### src/rtl/eth_pkg.sv
// eth_pkg: shared types and defaults for the Ethernet forwarding stage
package eth_pkg;
    localparam int ID_W = 8;
    localparam logic [ID_W-1:0] PORT0_ID_DEF = 8'h01;
    localparam logic [ID_W-1:0] PORT1_ID_DEF = 8'h02;

    typedef struct packed {
        logic [31:0] data;
        logic        start;
        logic        last;
    } fifo_word_t;

    typedef enum logic [1:0] {IN_IDLE, IN_REQ, IN_FWD, IN_DROP} in_state_t;
    typedef enum logic [1:0] {ARB_IDLE, ARB_GNT0, ARB_GNT1} arb_state_t;
endpackage

### src/rtl/eth_fwd_arb.sv
// eth_fwd_arb: two-requester packet-granular round-robin arbiter for one output
module eth_fwd_arb
    import eth_pkg::*;
(
    input  logic       clk,
    input  logic       rst,
    input  logic [0:1] req,
    input  logic       rel,
    output logic [0:1] gnt
);
    arb_state_t state;
    logic       last_gnt;
    logic       pick;

    assign pick = (req[0] && req[1]) ? ~last_gnt : req[1];
    assign gnt  = {state == ARB_GNT0, state == ARB_GNT1};

    // decide only when idle; a grant is held until its packet releases it
    always_ff @(posedge clk) begin
        if (rst) begin
            state    <= ARB_IDLE;
            last_gnt <= 1'b1;
        end else if (state == ARB_IDLE) begin
            if (req[0] || req[1]) begin
                state    <= pick ? ARB_GNT1 : ARB_GNT0;
                last_gnt <= pick;
            end
        end else if (rel) begin
            state <= ARB_IDLE;
        end
    end
endmodule

### src/rtl/eth_fwd.sv
// eth_fwd: routes whole packets from two ingress FIFOs to two output ports
module eth_fwd #(
    parameter int                ID_W     = eth_pkg::ID_W,
    parameter logic [ID_W-1:0]   PORT0_ID = eth_pkg::PORT0_ID_DEF,
    parameter logic [ID_W-1:0]   PORT1_ID = eth_pkg::PORT1_ID_DEF,
    parameter int                CNT_W    = 16
) (
    input  logic             clk,
    input  logic             rst,
    input  logic [33:0]      fifo_rd_data [0:1],
    input  logic             fifo_empty   [0:1],
    output logic             fifo_rd_en   [0:1],
    output logic [31:0]      o_data       [0:1],
    output logic             o_valid      [0:1],
    output logic             o_start      [0:1],
    output logic             o_end        [0:1],
    output logic [CNT_W-1:0] drop_cnt     [0:1]
);
    import eth_pkg::*;

    fifo_word_t head [0:1];
    in_state_t  state [0:1];
    logic       tgt [0:1];
    logic       known [0:1];
    logic       mine [0:1];
    logic       fwd_pop [0:1];
    logic       trunc [0:1];
    logic       drop_start [0:1];
    logic [0:1] req [0:1];
    logic [0:1] gnt [0:1];
    logic [0:1] rel;
    logic       ov [0:1];
    fifo_word_t ow [0:1];

    // pop decisions per input, arbiter requests/releases and output word select per port
    always_comb begin
        for (int i = 0; i < 2; i++) begin
            head[i]       = fifo_rd_data[i];
            known[i]      = head[i].data[ID_W-1:0] == PORT0_ID || head[i].data[ID_W-1:0] == PORT1_ID;
            mine[i]       = gnt[tgt[i]][i];
            fwd_pop[i]    = !fifo_empty[i] && ((state[i] == IN_REQ && mine[i]) || (state[i] == IN_FWD && !head[i].start));
            trunc[i]      = !fifo_empty[i] && state[i] == IN_FWD && head[i].start;
            drop_start[i] = !fifo_empty[i] && state[i] == IN_IDLE && head[i].start && !known[i];
            fifo_rd_en[i] = !rst && (fwd_pop[i] || drop_start[i] ||
                            (!fifo_empty[i] && !head[i].start && (state[i] == IN_IDLE || state[i] == IN_DROP)));
        end
        for (int o = 0; o < 2; o++) begin
            req[o] = {state[0] == IN_REQ && tgt[0] == 1'(o), state[1] == IN_REQ && tgt[1] == 1'(o)};
            rel[o] = (tgt[0] == 1'(o) && ((fwd_pop[0] && head[0].last) || trunc[0])) ||
                     (tgt[1] == 1'(o) && ((fwd_pop[1] && head[1].last) || trunc[1]));
            ov[o]  = (fwd_pop[0] && tgt[0] == 1'(o)) || (fwd_pop[1] && tgt[1] == 1'(o));
            ow[o]  = (fwd_pop[1] && tgt[1] == 1'(o)) ? head[1] : head[0];
        end
    end

    for (genvar g = 0; g < 2; g++) begin : g_arb
        eth_fwd_arb u_arb (
            .clk (clk),
            .rst (rst),
            .req (req[g]),
            .rel (rel[g]),
            .gnt (gnt[g])
        );
    end

    // per-input packet state machine and saturating drop counter
    always_ff @(posedge clk) begin
        for (int i = 0; i < 2; i++) begin
            if (rst) begin
                state[i]    <= IN_IDLE;
                tgt[i]      <= 1'b0;
                drop_cnt[i] <= '0;
            end else begin
                if (drop_start[i] && drop_cnt[i] != {CNT_W{1'b1}})
                    drop_cnt[i] <= drop_cnt[i] + 1'b1;
                case (state[i])
                    IN_IDLE: if (!fifo_empty[i] && head[i].start) begin
                        tgt[i]   <= head[i].data[ID_W-1:0] == PORT1_ID;
                        state[i] <= known[i] ? IN_REQ : head[i].last ? IN_IDLE : IN_DROP;
                    end
                    IN_REQ: if (mine[i])
                        state[i] <= (fwd_pop[i] && head[i].last) ? IN_IDLE : IN_FWD;
                    default: if (!fifo_empty[i] && (head[i].start || head[i].last))
                        state[i] <= IN_IDLE;
                endcase
            end
        end
    end

    // output registers: a popped word appears the following cycle, data holds otherwise
    always_ff @(posedge clk) begin
        for (int o = 0; o < 2; o++) begin
            if (rst) begin
                o_data[o]  <= '0;
                o_valid[o] <= 1'b0;
                o_start[o] <= 1'b0;
                o_end[o]   <= 1'b0;
            end else begin
                o_valid[o] <= ov[o];
                o_start[o] <= ov[o] && ow[o].start;
                o_end[o]   <= ov[o] && ow[o].last;
                if (ov[o])
                    o_data[o] <= ow[o].data;
            end
        end
    end
endmodule

### config.mk
export PLATFORM = sky130hd
export DESIGN_NAME = eth_fwd
export DESIGN_NICKNAME = d
export VERILOG_FILES = /design/src/rtl/eth_pkg.sv /design/src/rtl/eth_fwd_arb.sv /design/src/rtl/eth_fwd.sv
export SDC_FILE = /design/constraint.sdc
export NUM_CORES = 1
export LEC_CHECK = 0
export CAP_MARGIN = 5
export CORE_UTILIZATION = 48
export DETAILED_ROUTE_END_ITERATION = 7
export PLACE_DENSITY = 0.81
export SLEW_MARGIN = 20
export SYNTH_ARGS = -nofsm -noshare
export SYNTH_HDL_FRONTEND = slang
export SYNTH_SLANG_ARGS = --single-unit
### constraint.sdc
create_clock -name clk -period 2.2 [get_ports clk]
set_clock_uncertainty 0.1 [all_clocks]
set_input_delay 0.22 -clock clk [delete_from_list [all_inputs] [get_ports clk]]
set_output_delay 0.22 -clock clk [all_outputs]
set_load 0.005 [all_outputs]
; ---- Yosys cells after proc, flatten, opt, wreduce, memory -nomap -nowiden
; Memory sizes are Yosys's and may differ from the RTL's.
; Index checks and enable logic that the tools add are counted.
[word_totals]
ff_bits = 108
out_inout_bits = 104
elab_cells = 197
n_memories = 2
in_bits = 72
ram_bits = 6
[mem_list]
columns = name, depth, word_bits, rd, rd_clocked_by_memory_dff, write_ports, line
row1 = state, 2, 2, 2, 0, 2, eth_fwd.sv:22  ; in_state_t state [0:1];
row2 = tgt, 2, 1, 2, 0, 2, eth_fwd.sv:23  ; logic tgt [0:1];
[classes]
bitwise = 14
n_addsub = 2
muxes = 58
n_lt_le_gt_ge = 2
n_reduce_logical = 87
eq_ne = 18
[ops]
columns = cell, count
row1 = 2-to-1 mux 34 bit, 2
row2 = logical AND 1 bit, 48
row3 = 2-to-1 mux 2 bit, 23
row4 = 2-to-1 mux 1 bit, 33
row5 = adder 16 x 1 -> 16 bit (second input constant), 2
row6 = inequality test 16 bit (second input constant), 2
row7 = logical OR 1 bit, 20
row8 = == test 8 x 1 -> 1 bit (second input constant), 2
row9 = == test 8 x 2 -> 1 bit (second input constant), 2
row10 = == test 2 bit (second input constant), 6
row11 = == test 2 x 1 -> 1 bit (second input constant), 4
row12 = zero test 2 bit, 4
row13 = bitwise OR 1 bit, 8
row14 = AND reduction 2 bit, 4
row15 = zero test 1 bit, 7
row16 = greater-or-equal comparator 2 bit (second input constant), 2
row17 = inequality test 2 bit (second input constant), 2
row18 = NOT 1 bit, 4
row19 = NOT 1 -> 2 bit, 2
row20 = nonzero test 2 bit, 2
row21 = OR reduction 2 bit, 2

; ---- Longest topological paths before layout
[logic_depth]
ltp_word = 13
ltp_mapped = 8

; ---- Modules after synthesis
; From an unflattened synthesis, not the netlist that was laid out.
[hier_totals]
cells_unflattened = 718
hier_area_um2 = 5871.9
[by_module_without_submodules]
columns = mod, seq_area_each_um2, cells_each, n_inst, area_per_inst_um2
row1 = eth_fwd, 2222.1, 684, 1, 5556.6
row2 = eth_fwd_arb, 60.1, 17, 2, 157.7

; ---- Least setup slack after synthesis
; Ideal clock, no wire load.
[synth_path]
path_kind = reg-to-reg
from = reg drop_cnt[0] (netlist name)
to = reg drop_cnt[10] (netlist name)
arrival_ns = 1.827
slack_ns = 0.203
required_time_ns = 2.030
path_stages_with_launch = 7
n_path_buf = 1
path_cell_list = dfxtp_1 ha_1 inv_1 or3_1 clkbuf_2 or4_1 a21oi_1
[synth_via]
elab_chain_cells = 2
[synth_rtl]
columns = element, line
row1 = from (decl), eth_fwd.sv:17  ; output logic [CNT_W-1:0] drop_cnt [0:1]
row2 = "from (signal, indexed assignment)", eth_fwd.sv:75  ; drop_cnt[i] <= drop_cnt[i] + 1'b1;
row3 = "parallel branches: the longest is 2 deep, another holds adder 16 x 1 -> 16 bit", --
; Several ways; the timed one is not identified.
; A chain may end at the register's enable or synchronous reset.

==> summary by stage <==
Detailed routing
The final routed DRC violation total is 7. The routed layout has 5,989 vias. The residual antenna-violating net count after detailed routing is 0. Summed over all layers, the routed wires come to 18,400 um. Before antenna repair, the detailed router went through 7 iterations. The ratio of routed vias to standard cells is ~6.0. The detailed-route wire length per cell is 18.4 um. The initial detailed-routing violation count is 444.

Synth
The number of synthesized flops with an enable pin is 6. For this run, the leading register cell type out of synthesis is sky130_fd_sc_hd__dfxtp_1. Summing every instance area after synthesis gives 5830 um^2. Yosys printed 0 warnings. The post-synthesis sequential element count is ~110.

The synthesized netlist net count is 723. After synthesis, flip-flops and latches occupy 40.2% of the total area. In the synthesized netlist, the number of instances is 643. The share of synthesized registers carrying an async set or reset is 0%. The number of library cell types mapped by synthesis is 66. The average cell area after synthesis is between 9 and 10 um^2.

Worst setup path
In this run the critical register-to-register path is launched from state[0][0]$_SDFFCE_PP0P_. Data on the critical path is required at its endpoint by 2.39 ns. The depth of the most critical reg-to-reg path is 8. The critical path class is reg -> reg. The largest individual stage delay along the critical path comes from the cell sky130_fd_sc_hd__edfxtp_1. The setup slack on the worst flop-to-flop path is 0.07 ns. The first element of the critical path is state[0][0]$_SDFFCE_PP0P_. STA classifies the critical path endpoint as a flop. Counting both buffers and inverters, the worst setup path holds a total of 3. In this run the critical register-to-register path is captured at o_data[40]$_SDFFE_PP0P_. The critical path runs through a total of 8 cells. The critical path goes through inv_1 -> ha_2 -> nand2b_2 -> a211oi_4 -> buf_6 -> clkbuf_16 -> mux2i_1 -> a211oi_1.

Grouping stages by cell kind, the critical path spends the most delay in buffers and inverters. The arrival time at the worst endpoint is 2.32 ns. STA classifies the critical path startpoint as a flop. The destination of the critical timing path is o_data[40]$_SDFFE_PP0P_. The largest stage delay on the critical path is a little under 0.4 ns. Along the worst path, the maximum fanout reaches 15.

STA
The final count of hold timing violations is 0. Derived from the worst setup path, the maximum achievable clock frequency is 470 MHz. In this run the tightest slew margin relative to its limit is between 50% and 60%. For the final routed database, the setup TNS stands at 0 ns. Setup violations remaining at the end of the flow were counted as 0. For the pin with the worst max-slew slack, the measured transition is 0.595 ns. Of the available clock period, the critical path in the final layout requires a little over nine tenths. After layout, the minimum clock period comes to 2.13 ns. The number of max-slew violations in the final report was 0.

Floorplan
The die outline area is 12,600 um^2. The area of the core is 11,600 um^2. The die width is roughly 110 um. The I/O pin count is 176. Row generation in the floorplan step produced 39 rows. The initial utilization of the core area, before any placement, comes to roughly half. The die height is roughly 110 um.

Min path
The path class of the tightest hold or removal check is in -> reg.

Global route
The global-route wire length before repair is approximately 29,000 um. Global routing consumed, on the met2 layer, between 40% and 50% of the routing resources. The pin count of the biggest net entering global routing is 45. The overall global routing resource usage is around 29%. The number of antenna violations at the first check in global routing is 0. The global-route track usage on met1 is a little over a third.

Global routing used approximately a tenth of the available met3 tracks. The number of global-route vias before repair was ~5,800. Summed over all layers, the global routing overflow is 0. The peak-usage layer in the global routing report is met2.

Run
Across the run, the number of max-cap violations was 0.

CTS
The CTS H-tree depth is 4. CTS placed an instance of sky130_fd_sc_hd__clkbuf_16 at the clock tree root. TritonCTS built the clock tree. The hold-fix buffer count after cts is 0. Counting the buffers created by CTS gives 17. The clock insertion delay at the later pin of the skew report is about 0.42 ns. The clock drives 114 sinks. The clock transition time at the flip-flop clock pins of the worst setup and hold paths is 0.05 ns. The clock passes through at most 2 buffers.

Cells and area
The layout-stage area growth over the synthesis result is 48.3%. The count of nets after finishing is roughly 920. The area occupied by registers is 2340 um^2. The footprint of the multi-input gates is between 3000 and 4000 um^2. The count of fill cells added during filler insertion is 842. The count of placed standard cells in the final layout, fillers left out is 998.

The post-route netlist has about an eighth of its cells at a drive strength greater than 1. 0 antenna diodes ended up in the layout.

Place
The final weighted congestion of routability-driven global placement is 0.879. Counting tap cells, the placed design contains a total of 961 instances. Buffers placed on the I/O ports in this run total 175. The placed wire-length estimate is 12,700 um.

Pwr
The static leakage power is 2.98 nW. The worst-case IR drop observed on VDD is 529 uV. Dividing total power by cell area gives a power density of about 620 nW/um^2. After layout, the design draws a total of 5.40 mW.

Outcome
The run finished, with violations left. The final reports fail on design-rule violations.
-- logic make-up after synthesis --
| kind of cell | count (synthesis) | synth area share, % |
|---|---|---|
| simple gates | 216 | 20.3 |
| compound gates | 175 | 20.9 |
| flops | 114 | 40.2 |
| mux | 68 | 11.7 |
| buf+inv | 60 | 4.87 |
| fa+ha+maj | 8 | 1.72 |
| xor+xnor | 2 | 0.301 |
-- sequential cells by signal (all words and copies together) (netlist names) --
| register | count |
|---|---|
| drop_cnt | 32 |
| g_arb.u_arb.last_gnt | 2 |
| g_arb.u_arb.state | 4 |
| o_data | 64 |
| o_end | 2 |
| o_start | 2 |
| o_valid | 2 |
| state | 4 |
| tgt | 2 |
-- final cells by class --
| cell class | count | area share (%) |
|---|---|---|
| Clock buffer | 26 | 6.01 |
| Clock inverter | 5 | 0.289 |
| Inverter | 14 | 0.608 |
| Multi-Input combinational cell | 469 | 38.1 |
| Sequential cell | 114 | 27.1 |
| Tap cell | 143 | 2.07 |
| Timing Repair Buffer | 227 | 25.8 |
-- per-stage QoR --
| stage | setup slack [ns] | instance area, um^2 | hold slack [ns] | utilization (%) |
|---|---|---|---|---|
| floorplan | 0.203 | 5830 | 0.256 | - |
| global placement | -0.00175 | 7980 | 0.378 | 68.7 |
| detailed placement | -0.0459 | 7980 | 0.396 | 68.7 |
| CTS | 0.00654 | 8540 | 0.0868 | 73.6 |
| global route | -0.00853 | 8650 | 0.109 | 74.4 |
| finish | 0.0723 | 8650 | 0.110 | 74.4 |
-- how the worst min path moves through the flow --
stage / slack (ns) / cells after the start / start / to
2_1_floorplan: 0.26 / 2 / fifo_rd_data[0] / o_end[0]$_SDFF_PP0_
3_5_place_dp: 0.40 / 2 / drop_cnt[17]$_SDFFE_PP0P_ / drop_cnt[17]$_SDFFE_PP0P_
5_1_grt: 0.11 / 2 / rst / o_valid[1]$_SDFF_PP0_
3_3_place_gp: 0.38 / 2 / drop_cnt[17]$_SDFFE_PP0P_ / drop_cnt[17]$_SDFFE_PP0P_
4_1_cts: 0.09 / 2 / rst / o_valid[0]$_SDFF_PP0_
6_report: 0.11 / 2 / rst / o_valid[1]$_SDFF_PP0_
-- synth_stat cells (all sizes together) (2+ instances only) --
library cell / count / area share, %
or3b: 2 / 0.30
o31a: 2 / 0.32
edfxtp: 6 / 3.1
buf: 23 / 2.2
a41o: 2 / 0.34
ha: 8 / 1.7
nor3: 6 / 0.52
a41oi: 2 / 0.30
a21boi: 2 / 0.26
o41ai: 4 / 0.60
nand4: 12 / 1.9
o21a: 4 / 0.52
o21ai: 10 / 0.86
nand3b: 6 / 1.1
and3b: 2 / 0.30
a32oi: 2 / 0.30
o31ai: 20 / 2.6
o21bai: 4 / 0.52
a21oi: 40 / 3.4
clkbuf: 22 / 1.7
nor2b: 4 / 0.43
nor2: 83 / 5.3
and4: 5 / 0.79
nand2b: 5 / 0.54
mux2: 2 / 0.39
dfxtp: 108 / 37
or4: 19 / 2.4
o22ai: 2 / 0.21
nand2: 27 / 1.7
nor4: 6 / 1.0
a211oi: 68 / 8.8
o211ai: 2 / 0.26
xor2: 2 / 0.30
nand3: 20 / 1.7
a2111oi: 3 / 0.45
mux2i: 66 / 11
inv: 14 / 0.90
or3: 9 / 0.97
and3: 6 / 0.64
-- power by group --
part	switching (mW)	internal, mW
clock	0.922	1.60
sequential	0.0415	2.15
combinational	0.311	0.370
total	1.27	4.12
-- cell usage in the layout (no fill, tap or decap), types with 4 or more instances in the layout --
| master | n |
|---|---|
| sky130_fd_sc_hd__buf_12 | 5 |
| sky130_fd_sc_hd__nand2_1 | 27 |
| sky130_fd_sc_hd__nor4_1 | 4 |
| sky130_fd_sc_hd__a211oi_1 | 67 |
| sky130_fd_sc_hd__o31ai_1 | 20 |
| sky130_fd_sc_hd__o21bai_1 | 4 |
| sky130_fd_sc_hd__or4_1 | 19 |
| sky130_fd_sc_hd__clkbuf_16 | 19 |
| sky130_fd_sc_hd__or3_1 | 9 |
| sky130_fd_sc_hd__nor2_1 | 83 |
| sky130_fd_sc_hd__ha_1 | 4 |
| sky130_fd_sc_hd__buf_4 | 44 |
| sky130_fd_sc_hd__inv_1 | 13 |
| sky130_fd_sc_hd__o21a_1 | 4 |
| sky130_fd_sc_hd__and3_1 | 6 |
| sky130_fd_sc_hd__o21ai_0 | 8 |
| sky130_fd_sc_hd__nand2b_1 | 4 |
| sky130_fd_sc_hd__nand3_1 | 20 |
| sky130_fd_sc_hd__nand4_1 | 9 |
| sky130_fd_sc_hd__nor3_1 | 6 |
| sky130_fd_sc_hd__edfxtp_1 | 6 |
| sky130_fd_sc_hd__nand3b_1 | 4 |
| sky130_fd_sc_hd__a21oi_1 | 36 |
| sky130_fd_sc_hd__clkdlybuf4s50_1 | 172 |
| sky130_fd_sc_hd__clkinv_2 | 5 |
| sky130_fd_sc_hd__o41ai_1 | 4 |
| sky130_fd_sc_hd__nor2b_1 | 4 |
| sky130_fd_sc_hd__clkbuf_8 | 6 |
| sky130_fd_sc_hd__mux2i_1 | 66 |
| sky130_fd_sc_hd__dfxtp_1 | 108 |
-- metal layers --
metal	vias to the layer above	share of wire, %
li1	2859	-
met1	2867	42
met2	235	48
met3	28	7.8
met4	0	2.2
met5	-	0
-- repair_timing --
action,CTS,global route
resized for setup,15,10
gates cloned,0,2
setup endpoints to repair,2,35
pin swaps,3,3
setup buffers,2,2
No activity file was read; power rests on OpenSTA's default activity.
